## config.mk

```make
export PLATFORM = sky130hd
export DESIGN_NAME = regfile_param
export DESIGN_NICKNAME = d
export VERILOG_FILES = /design/src/rtl/regfile_param.sv
export SDC_FILE = /design/constraint.sdc
export NUM_CORES = 1
export LEC_CHECK = 0
export BUFFER_PORTS_ARGS = -buffer_cell sky130_fd_sc_hd__buf_2
export CORE_MARGIN = 5
export CORE_UTILIZATION = 51
export CTS_CLUSTER_DIAMETER = 120
export CTS_CLUSTER_SIZE = 25
export DETAILED_ROUTE_END_ITERATION = 12
export HOLD_SLACK_MARGIN = 0.03
export PLACE_DENSITY = 0.68
export SYNTH_ARGS = -nofsm -noshare
export SYNTH_HDL_FRONTEND = slang
export SYNTH_SLANG_ARGS = --single-unit
```

## constraint.sdc

```tcl
create_clock -name clk -period 5.88 [get_ports clk]
set_clock_uncertainty 0.05 [all_clocks]
set_input_delay 0.294 -clock clk [delete_from_list [all_inputs] [get_ports clk]]
set_output_delay 0.294 -clock clk [all_outputs]
set_load 0.01 [all_outputs]
```

## src/rtl/regfile_param.sv

```systemverilog
// Parameterised register file: two combinational read ports with write-before-read
// bypass, one write port, optional hardwired-zero r0 and a one-register-per-cycle clear sweep.
module regfile_param #(
  parameter int WIDTH    = 16,
  parameter int DEPTH    = 16,
  parameter int ZERO_REG = 1,
  localparam int AW      = $clog2(DEPTH)
) (
  input  logic             clk,
  input  logic             rst,
  input  logic [AW-1:0]    ReadAddr1,
  input  logic [AW-1:0]    ReadAddr2,
  input  logic             ReadEnable1,
  input  logic             ReadEnable2,
  output logic [WIDTH-1:0] Bitline1,
  output logic [WIDTH-1:0] Bitline2,
  input  logic             WriteReg,
  input  logic [AW-1:0]    WriteAddr,
  input  logic [WIDTH-1:0] DstData,
  input  logic             ClearReq,
  output logic             ClearBusy
);

  localparam logic [0:0] IDLE  = 1'b0;
  localparam logic [0:0] CLEAR = 1'b1;

  logic [WIDTH-1:0] mem [DEPTH];
  logic [0:0]       state;
  logic [AW-1:0]    idx;
  logic             write_ok;

  assign ClearBusy = (state == CLEAR);

  // Writes to r0 are dropped when it is hardwired, and nothing is written during a sweep.
  assign write_ok = WriteReg && !ClearBusy && !((ZERO_REG != 0) && (WriteAddr == '0));

  always_ff @(posedge clk) begin
    if (rst) begin
      // NOTE: the storage array is reset on purpose: every register must read 0 after rst.
      for (int i = 0; i < DEPTH; i++) mem[i] <= '0;
      state <= IDLE;
      idx   <= '0;
    end else begin
      // NOTE: all state here uses non-blocking assignments so every update sees pre-edge values.
      case (state)
        IDLE: begin
          if (ClearReq) begin
            state <= CLEAR;
            idx   <= '0;
          end
        end
        CLEAR: begin
          mem[idx] <= '0;
          idx      <= idx + 1'b1;
          if (idx == AW'(DEPTH - 1)) state <= IDLE;
        end
        default: state <= IDLE;
      endcase
      // write_ok is never true in CLEAR, so this cannot collide with the sweep write.
      if (write_ok) mem[WriteAddr] <= DstData;
    end
  end

  always_comb begin
    // NOTE: default first so every path assigns the output and no latch is inferred.
    Bitline1 = '0;
    if (ReadEnable1) begin
      if ((ZERO_REG != 0) && (ReadAddr1 == '0)) Bitline1 = '0;
      else if (write_ok && (WriteAddr == ReadAddr1)) Bitline1 = DstData;
      else Bitline1 = mem[ReadAddr1];
    end
  end

  always_comb begin
    Bitline2 = '0;
    if (ReadEnable2) begin
      if ((ZERO_REG != 0) && (ReadAddr2 == '0)) Bitline2 = '0;
      else if (write_ok && (WriteAddr == ReadAddr2)) Bitline2 = DstData;
      else Bitline2 = mem[ReadAddr2];
    end
  end

endmodule

```

==> results of run 1 <==
==> registers in the layout, indices dropped and copies added (netlist names) <==
| register | flops |
|---|---|
| ClearBusy | 1 |
| idx | 4 |
| mem | 256 |
==> stage by stage <==
| stage | std cells | power, mW | hold slack (ns) | utilization (%) |
|---|---|---|---|---|
| 6_report | 1364 | 3.72 | 0.0746 | 55.5 |
| 3_5_place_dp | 1344 | 2.69 | 0.583 | 54.0 |
| 2_1_floorplan | 1010 | 2.51 | 0.442 | - |
| 3_3_place_gp | 1344 | 2.68 | 0.579 | 54.0 |
| 4_1_cts | 1363 | 3.72 | 0.0673 | 55.5 |
| 5_1_grt | 1363 | 3.83 | 0.0823 | 55.5 |
==> synthesized netlist by cell type (all sizes together) (2+ instances only) <==
cell / n / area (um^2)
nor3: 10 / 55.1
o211ai: 3 / 22.5
a22oi: 60 / 450
nor3b: 2 / 15.0
mux4: 128 / 2880
o41ai: 3 / 45.1
or3: 2 / 12.5
or4: 3 / 26.3
a22o: 32 / 280
a211o: 2 / 17.5
a21oi: 8 / 43.8
xor2: 8 / 70.1
buf: 48 / 270
nor2b: 6 / 37.5
nand2: 51 / 191
nand2b: 4 / 25.0
dfxtp: 5 / 100
edfxtp: 256 / 7690
a21o: 2 / 15.0
o21ai: 7 / 35.0
mux2i: 11 / 118
nor2: 199 / 747
clkbuf: 48 / 181
nand3: 8 / 45.0
nand4: 6 / 62.6
a211oi: 2 / 15.0
o311ai: 2 / 17.5
nand3b: 2 / 15.0
nor4: 6 / 62.6
inv: 6 / 22.5
and2: 57 / 357
==> cells in the final DEF, fill, tap and decap left out, types with 5 or more instances in the layout <==
| cell type | count |
|---|---|
| nor3_1 | 8 |
| edfxtp_1 | 256 |
| mux2i_1 | 9 |
| a21oi_1 | 7 |
| a22o_1 | 32 |
| conb_1 | 16 |
| nand3_1 | 7 |
| clkbuf_16 | 15 |
| nand2_1 | 51 |
| buf_2 | 64 |
| and2_1 | 57 |
| inv_1 | 6 |
| o21ai_1 | 5 |
| dfxtp_1 | 5 |
| nor2_1 | 197 |
| buf_4 | 25 |
| mux4_2 | 128 |
| xor2_1 | 8 |
| a22oi_1 | 60 |
==> worst max path at each step <==
stage                             to  slack [ns]
final                     mem[4][14]        2.15
after CTS                 mem[4][14]        2.20
after global routing      mem[4][14]        2.02
after floorplan            mem[3][0]        1.91
after global placement    mem[10][9]        2.05
after detailed placement  mem[10][9]        2.01
==> per-layer routing <==
metal  part of all wire, %  vias to the layer above
met3                   9.3                       66
met2                    50                      508
met4                   2.1                        0
li1                      -                     3884
met1                    39                     4781
met5                     0                        -
==> critical path, delay by kind of cell, from the launching register on <==
kind | cells | cell delay [ns]
and+or+nand+nor | 2 | 1.93
AOI/OAI and AO/OA | 1 | 0.81
DFF | 1 | 0.57
==> final cells by class <==
class / instances / area, um^2 / area share, %
multi-input combinational: 647 / 5840 / 39.0
clock buffer: 18 / 387 / 2.58
clock inverter: 1 / 16.3 / 0.108
timing repair buffer: 89 / 508 / 3.39
sequential: 261 / 7790 / 51.9
tap: 341 / 427 / 2.85
inverter: 6 / 22.5 / 0.150
antenna: 1 / 2.50 / 0.0167
==> power by group through the flow <==
stage / logic, mW / registers [mW] / clock network, mW
2_1_floorplan: 0.335 / 2.18 / 0
3_3_place_gp: 0.487 / 2.19 / 0
3_5_place_dp: 0.492 / 2.20 / 0
4_1_cts: 0.493 / 2.15 / 1.07
5_1_grt: 0.525 / 2.16 / 1.14
6_report: 0.497 / 2.15 / 1.07
==> cells by family (layout without fill, tap and decap cells) <==
| family | count (synthesis) | after routing | synth area share (%) |
|---|---|---|---|
| AO/OA/AOI/OAI | 125 | 125 | 6.99 |
| XOR/XNOR | 8 | 8 | 0.501 |
| adder cells (fa/ha/maj) | 1 | 1 | 0.0894 |
| buffers and inverters | 102 | 114 | 3.39 |
| flip-flops | 261 | 261 | 55.6 |
| multiplexers | 139 | 139 | 21.4 |
| other | 1 | 17 | 0.0268 |
| AND/OR/NAND/NOR | 358 | 358 | 11.9 |
==> metrics.md, run 1 <==
| Metric | Value |
|---|---|
| Hold Path Sink | idx[1] |
| Initial DRC Count | roughly 1300 |
| Clock power share | 28.8% |
| Crit-path cells | or3_1 > nor4_2 > a211o_1 |
| Finish-stage setup viols | 0 |
| Fin crit share | ~63% |
| GRT busiest layer | met2 |
| Total core area | about 27000 um^2 |
| Routability cong. | 0.925 |
| # hold bufs at CTS | 0 |
| GR Util met3 | under 10% |
| Pin count of the biggest net entering global routing | between 50 and 60 |
| Layout area overhead | 7.10% |
| Vias/cell | 6.77 |
| Sequential power share | between 50% and 60% |
| Pre-CTS setup slack | 2.01 ns |
| Element type at the critical path end | register |
| Clock sink count | 261 |
| LEAKAGE | around 5.2 nW |
| Clock buffers created by TritonCTS | 14 |
| RSZ-0062 raised after global routing | no |
| I/O pin count | 67 |
| Vias in the first global route | around 9500 |
| VDD IR max | between 200 and 250 uV |
| Final Max Slew Viols | 0 |
| First-pass detailed-route iteration total | 5 |
| Crit Reg-Reg Startpoint | ClearBusy |
| Max Buffers Root-to-Sink | 3 |
| Power Dens Cells | ~250 nW/um^2 |
| Startpoint Class | register |
| Drc violations | 0 |
| YS warnings | 0 |
| Crit path launch | ClearBusy |
| Crit Path Max Fanout | 25 |
| Period minus WS final | ~3.7 ns |
| Slew Limit Headroom | under 10% |
| Share of layout cells above drive strength 1 | about a quarter |
| Design internal power | approximately 2.8 mW |
| Switching share of power | 25.1% |
| Skew-Pair Late Insertion Delay | 0.48 ns |
| Gate Count Post-Synth | between 900 and 1000 |
| Fin Setup TNS | 0 ns |
| Root Buffer | clkbuf_16 |
| WHS Path Cells | 4 |
| Post-DP Area | between 10000 and 15000 um^2 |
| Grt met1 use | 37.5% |
| First-pass GRT wire length | ~61 mm |
| Routed Antenna Nets | 0 |
| Status | finished, final reports clean |
| Largest stage delay on the critical path | 1.17 ns |
| Combinational power share | 13.3% |
| Ys async rst share | 0% |
| HP Start | ClearReq |
| Hold WC Path Type | primary input to register |
| Worst r2r path cells | 3 |
| Setup bufs post-CTS | 0 |
| # rows | 60 |
| Fin area | between 10000 and 15000 um^2 |
| Most common flop cell mapped by yosys | edfxtp_1 |
| Die area | 30900 um^2 |
| Final #Nets | between 1000 and 1500 |
| Sequential-to-total area share from yosys stat | a little under three fifths |
| # port buffers | 66 |
| Drt wl/cell | 29.8 um |
| Die height | roughly 180 um |
| Gr usage total | 26.7% |
| Cell area after synthesis | 14000 um^2 |
| Initial antenna violation count | 0 |
| FF+latch count, synth | about 260 |
| Reg2Reg Capture Point | mem[4][14] |
| NetSw | about 940 uW |
| Starting Density | approximately 52% |
| Syn_area_per_cell | roughly 14 um^2 |
| Crit Path Class | register to register |
| EDFF count, synth | ~260 |
| Fin. Hold Viols | 0 |
| Max_cap viols | 0 |
| Reg clk slew, reported paths | 0.11 ns |
| DP Wirelength | ~26 mm |
| Max Freq | about 0.27 GHz |
| # resized after CTS | 0 |
| CTS tree | built |
| Final worst setup slack | approximately 2.2 ns |
| Grt met2 use | 44.1% |
| Via Count | 9239 |
| Critical Path RT | slightly below 6 ns |
| Register-to-Register Setup Slack | ~2.2 ns |
| Netlist cell types | a little over 50 |
| Worst-margin pin slew | between 1 and 1.5 ns |
| Grt ovf | 0 |
| Die X | between 150 and 200 um |
| Fillers | between 2000 and 2500 |
| Critical-path top delay cell | nor4_2 |
| H-tree depth | 1 |
| Worst Path Arrival | 3.81 ns |
| Post-Route WL | 40.7 mm |
No activity file was read; power rests on OpenSTA's default activity.
==> run 2: changes to the inputs <==
Settings changed: PLACE_DENSITY 0.68 to 0.71.
Clock period 5.88 ns to 3.3 ns, I/O delays scaled along.
==> run 2 against run 1 <==
  * Sequential power grew 78%
  * Highest routed layer is now met5
  * Register-to-register slack lost 1.4 ns
  * Combinational power grew 87%
==> metrics.md, run 2 (synthesis gave the netlist of run 1 again) <==
| Metric | Value |
|---|---|
| Drt wl/cell | 28.3 um (-5.1%) |
| Routability cong. | 0.933 (+0.81%) |
| H-tree depth | 1 (unchanged) |
| Fin. Hold Viols | 0 (unchanged) |
| Die X | 176 um (unchanged) |
| Fin crit share | just under 80% |
| Starting Density | 51.8% (unchanged) |
| Skew-Pair Late Insertion Delay | 0.51 ns (+0.03 ns) |
| Fin Hold WS | 0.289 ns (+0.215 ns) |
| Final Max Slew Viols | 0 (unchanged) |
| CP most frequent cell | buf_4 |
| Drc violations | 0 (unchanged) |
| Hold Path Sink | mem[4][15] |
| HP Start | WriteAddr[0] |
| CTS tree | built |
| Die area | 30900 um^2 (unchanged) |
| WHS Path Cells | 3 (-1) |
| Post-Route WL | 40.2 mm (-1.2%) |
| # resized after CTS | 0 (unchanged) |
| Finish-stage setup viols | 0 (unchanged) |
| # rows | 60 (unchanged) |
| Pre-CTS setup slack | 0.525 ns (-1.48 ns) |
| Slew Limit Headroom | 34.7% (+26 points) |
| Worst Path Arrival | 2.37 ns (-1.44 ns) |
| Most frequent cells in the layout | edfxtp_1, nor2_1, mux4_2 |
| Max_cap viols | 0 (unchanged) |
| Worst-margin pin slew | 0.978 ns (-0.361 ns) |
| Largest register FFs | 256 (unchanged) |
| Top reg by flops | mem |
| Layout area overhead | 10.6% |
| Vias in the first global route | 9716 (+1.9%) |
| Clock sink count | 261 (unchanged) |
| Crit Path Class | primary input to output pin |
| Largest stage delay on the critical path | 0.56 ns (-0.61 ns) |
| Clock buffers created by TritonCTS | 14 (unchanged) |
| Register-to-Register Setup Slack | 0.73 ns (-1.42 ns) |
| VDD IR max | 420 uV (+73%) |
| Via Count | 9487 (+2.7%) |
| Die height | 176 um (unchanged) |
| Crit Reg-Reg Startpoint | idx[2] |
| Grt ovf | 0 (unchanged) |
| Fin Setup TNS | 0 ns (unchanged) |
| Critical Path RT | 3.08 ns (-2.88 ns) |
| Crit Path Max Fanout | 33 (+32%) |
| Max Freq | between 0.3 and 0.4 GHz |
| Worst r2r path cells | 4 (+1) |
| Crit-path cells | buf_4 > buf_4 > mux4_2 > a22oi_1 > nand2_1 > a22o_1 > buf_2 |
| Total core area | 27000 um^2 (unchanged) |
| Final #Nets | 1106 (+4.9%) |
| Status | finished, final reports clean |
| Root Buffer | clkbuf_16 |
| Power Dens Cells | 434 nW/um^2 (+75%) |
| Vias/cell | 6.68 (-1.4%) |
| Final worst setup slack | 0.714 ns (-1.44 ns) |
| Reg clk slew, reported paths | 0.11 ns (about the same) |
| Period minus WS final | around 2.6 ns |
| Share of layout cells above drive strength 1 | 26.7% (+1.2 points) |
| Reg2Reg Capture Point | mem[4][11] |
| Commonest non-fill, non-tap cell in the layout | edfxtp_1 |
| Initial antenna violation count | 1 (+1) |
| DP Wirelength | 27.0 mm (+2.9%) |
| First-pass GRT wire length | 60.6 mm (-1.2%) |
| Pin count of the biggest net entering global routing | 35 (-33%) |
| Element type at the critical path end | output pin |
| Initial DRC Count | 1309 (+0.15%) |
| LEAKAGE | 5.44 nW (+5.0%) |
| Gr usage total | 26.2% (-0.54 points) |
| Startpoint Class | primary input |
| I/O pin count | 67 (unchanged) |
| Fillers | 2102 (-4.0%) |
| # port buffers | 66 (unchanged) |
| Routed Antenna Nets | 0 (unchanged) |
| Antenna Cells | 0 (-1) |
| RSZ-0062 raised after global routing | no |
| Max Buffers Root-to-Sink | 3 (unchanged) |
| Hold WC Path Type | primary input to register |
| Critical-path top delay cell | buf_4 |
| First-pass detailed-route iteration total | 5 (unchanged) |
## run 2: cell types whose count changed in the layout (fill, tap and decap cells not counted), moves of 2 or more
cell / change
nor2_1: +2
dlygate4sd3_1: +19
nor2_2: -2
buf_12: +5
nor2b_1: +3
nor2b_2: -3
clkbuf_1: +5
buf_4: +28
## run 2: per-stage QoR
step | area, um^2 | total power, mW | std cells | utilization, %
2_1_floorplan | 14100 | 4.47 | 1010 | -
3_3_place_gp | 14900 | 4.78 | 1377 | 55.0
3_5_place_dp | 14900 | 4.81 | 1377 | 55.0
4_1_cts | 15500 | 6.71 | 1420 | 57.3
5_1_grt | 15500 | 6.91 | 1420 | 57.3
6_report | 15500 | 6.71 | 1420 | 57.3
## run 2: worst max-delay path by stage
| stage | from | endpoint | slack [ns] | depth (start not counted) |
|---|---|---|---|---|
| 6_report | ReadAddr1[1] | Bitline1[6] | 0.71 | 7 |
| 5_1_grt | ReadAddr1[1] | Bitline1[5] | 0.55 | 7 |
| 4_1_cts | ReadAddr2[1] | Bitline2[1] | 0.71 | 7 |
| 2_1_floorplan | WriteAddr[1] | mem[3][0] | 0.14 | 7 |
| 3_3_place_gp | WriteAddr[1] | mem[14][12] | 0.61 | 7 |
| 3_5_place_dp | WriteAddr[1] | mem[14][8] | 0.52 | 7 |
## run 2: report_power, final
| part | total, mW | internal (mW) | switching [mW] |
|---|---|---|---|
| registers | 3.83 | 3.76 | 0.0705 |
| logic | 0.929 | 0.397 | 0.532 |
| clock network | 1.95 | 0.868 | 1.08 |
| total | 6.71 | 5.03 | 1.69 |
## run 2: worst max-delay path: cells and delay by family
family                 cells  cell delay [ns]
multiplexers               1             0.51
AND/OR/NAND/NOR            1             0.09
buffers and inverters      3             1.02
AO/OA/AOI/OAI              2             0.55
## run 2: timing repair
item,in CTS,in global routing
setup buffers,0,0
setup endpoints to repair,0,0
endpoints found under the hold margin,58,0
hold buffers,19,0
## run 2: per-layer routing
metal	global-route usage, %	routed length [um]	vias to the layer above
met3	5.47	4110	100
met5	0	13	-
met1	34.9	14800	4792
li1	-	-	4002
met4	8.51	1410	2
met2	43.5	19900	591
## run 2: layout make-up
type                            count  area (um^2)  area share, %
Clock buffer                       23          405           2.62
Multi-Input combinational cell    647         5820           37.6
Sequential cell                   261         7790           50.3
Timing Repair Buffer              141         1010           6.51
Tap cell                          341          427           2.76
Clock inverter                      1         16.3          0.105
Inverter                            6         22.5          0.145
==> run 3: changes to the inputs <==
Settings changed: PLACE_DENSITY 0.71 to 0.68.
Clock period 3.3 ns to 2.6 ns, I/O delays scaled along.
==> run 3 against run 2 <==
  * Routed wire length rose by 0.15%
  * Clock-buffer cell count fell by 8
  * First-iteration DRC count fell by 8.3%
  * Critical path depth fell by 2
  * Non-clock buffer count rose by 13
  * Critical endpoint is now Bitline1[4]
  * Highest routed layer is now met4
==> metrics.md, run 3 (synthesis gave the netlist of run 1 again) <==
| Metric | Value |
|---|---|
| Element type at the critical path end | output pin |
| Skew-Pair Late Insertion Delay | 0.49 ns (-0.02 ns) |
| GR Util met3 | 4.99% (-0.47 points) |
| GRT busiest layer | met2 |
| Largest stage delay on the critical path | 0.48 ns (-0.08 ns) |
| Fillers | 2101 (-0.048%) |
| Crit Path Max Fanout | 2 (-94%) |
| Hold WC Path Type | primary input to register |
| Power Dens Cells | 538 nW/um^2 (+24%) |
| Routed Antenna Nets | 0 (unchanged) |
| Reg clk slew, reported paths | 0.09 ns (-0.02 ns) |
| Critical Path RT | 2.42 ns (-0.66 ns) |
| LEAKAGE | 5.54 nW (+1.8%) |
| Period minus WS final | ~2.4 ns |
| Initial antenna violation count | 0 (-1) |
| # resized after CTS | 0 (unchanged) |
| Total core area | 27000 um^2 (unchanged) |
| Clock buffers created by TritonCTS | 14 (unchanged) |
| Worst-margin pin slew | 0.649 ns (-0.329 ns) |
| CP top delay family | compound AO/OA/AOI/OAI gates |
| Drt wl/cell | 28.3 um (-0.20%) |
| Top reg by flops | mem |
| Via Count | 9492 (+0.053%) |
| Fin crit share | 91.9% |
| Grt met2 use | 42.9% (-0.58 points) |
| Grt met1 use | 35.8% (+0.89 points) |
| VDD IR max | 329 uV (-22%) |
| Drc violations | 0 (unchanged) |
| Initial DRC Count | 1200 (-8.3%) |
| Pin count of the biggest net entering global routing | 55 (+57%) |
| Share of layout cells above drive strength 1 | 28.0% (+1.4 points) |
| Power consumption | 8.45 mW (+26%) |
| Commonest non-fill, non-tap cell in the layout | edfxtp_1 |
| # port buffers | 66 (unchanged) |
| Vias in the first global route | 9600 (-1.2%) |
| Crit-path cells | mux4_2 > a22oi_1 > nand2_1 > a22o_1 > buf_2 |
| Largest register FFs | 256 (unchanged) |
| Worst Path Buf+Inv | 1 (-2) |
| Fin Setup TNS | 0 ns (unchanged) |
| Crit Path Class | register to output pin |
| Clock sink count | 261 (unchanged) |
| Routability cong. | 0.854 (-8.5%) |
| Final #Nets | 1119 (+1.2%) |
| DP Wirelength | 26.5 mm (-2.1%) |
| Layout area overhead | 12.2% |
| Final Max Slew Viols | 0 (unchanged) |
| Status | finished, final reports clean |
| Max_cap viols | 0 (unchanged) |
| Die X | 176 um (unchanged) |
| Die height | 176 um (unchanged) |
| First-pass GRT wire length | 60.2 mm (-0.63%) |
| Worst Path Arrival | 2.21 ns (-0.16 ns) |
| Register-to-Register Setup Slack | 0.35 ns (-0.38 ns) |
| Finish-stage setup viols | 0 (unchanged) |
| Antenna Cells | 0 (unchanged) |
| First-pass detailed-route iteration total | 5 (unchanged) |
| Vias/cell | 6.66 (-0.30%) |
| Max Freq | 0.419 GHz |
| Root Buffer | clkbuf_16 |
| Gr usage total | 26.1% (-0.031 points) |
| Starting Density | 51.8% (unchanged) |
| RSZ-0062 raised after global routing | no |
| Critical-path top delay cell | mux4_2 |
| Grt ovf | 0 (unchanged) |
| Max Buffers Root-to-Sink | 3 (unchanged) |
| I/O pin count | 67 (unchanged) |
| H-tree depth | 1 (unchanged) |
| Die area | 30900 um^2 (unchanged) |
| Slew Limit Headroom | 56.6% (+22 points) |
| CTS tree | built |
| # rows | 60 (unchanged) |
| Post-Route WL | 40.3 mm (+0.15%) |
| Startpoint Class | register |
| Fin. Hold Viols | 0 (unchanged) |
| Most frequent cells in the layout | edfxtp_1, nor2_1, mux4_2 |
## run 3: changes by cell type in the layout (fill, tap and decap cells not counted), sizes merged
cell    previous run  this run
buf              122       135
clkbuf            23        15
## run 3: path summary, 6_finish.rpt
| check | from | end | cells after the start |
|---|---|---|---|
| max | mem[12][4] | Bitline1[4] | 5 |
| max reg2reg | idx[2] | mem[6][11] | 5 |
| min reg2reg | idx[0] | idx[0] | 2 |
| min | WriteAddr[0] | mem[4][0] | 4 |
## run 3: layout make-up
cell class | instances | area, um^2 | area share, %
Clock inverter | 1 | 16.3 | 0.104
Clock buffer | 15 | 375 | 2.39
Multi-Input combinational cell | 647 | 5870 | 37.4
Inverter | 6 | 22.5 | 0.143
Timing Repair Buffer | 154 | 1210 | 7.68
Sequential cell | 261 | 7790 | 49.6
Tap cell | 341 | 427 | 2.72
## run 3: metal layers
layer  vias to the layer above  wire length (um)
met3                        98              4230
met2                       577             19500
met4                         0              1250
met1                      4799             15300
met5                         -                 0
li1                       4018                 -
## run 3: timing repair
item | 4_1_cts | 5_1_grt
endpoints found under the setup margin | 0 | 0
buffers inserted | 0 | 0
hold endpoints to repair | 59 | 0
hold buffers | 19 | 0
## run 3: worst min-delay path, cell delays in order
cell    delay [ns]
buf_2         0.11
buf_4         0.19
or4_4         0.20
nor2_1        0.05
## run 3: where the power goes
part	internal [mW]	leakage (nW)	switching, mW
clock	1.05	0.192	1.31
combinational	0.535	2.66	0.683
sequential	4.78	2.69	0.0892
## run 3: metrics by stage
| step | std cells | setup WS [ns] | area [um^2] | util, % | hold WS, ns |
|---|---|---|---|---|---|
| floorplan | 1010 | -0.0460 | 14100 | - | 0.278 |
| global placement | 1390 | 0.297 | 15100 | 55.9 | 0.415 |
| detailed placement | 1390 | 0.297 | 15100 | 55.9 | 0.420 |
| CTS | 1425 | 0.221 | 15700 | 58.1 | 0.281 |
| global route | 1425 | 0.128 | 15700 | 58.1 | 0.292 |
| finish | 1425 | 0.211 | 15700 | 58.1 | 0.304 |
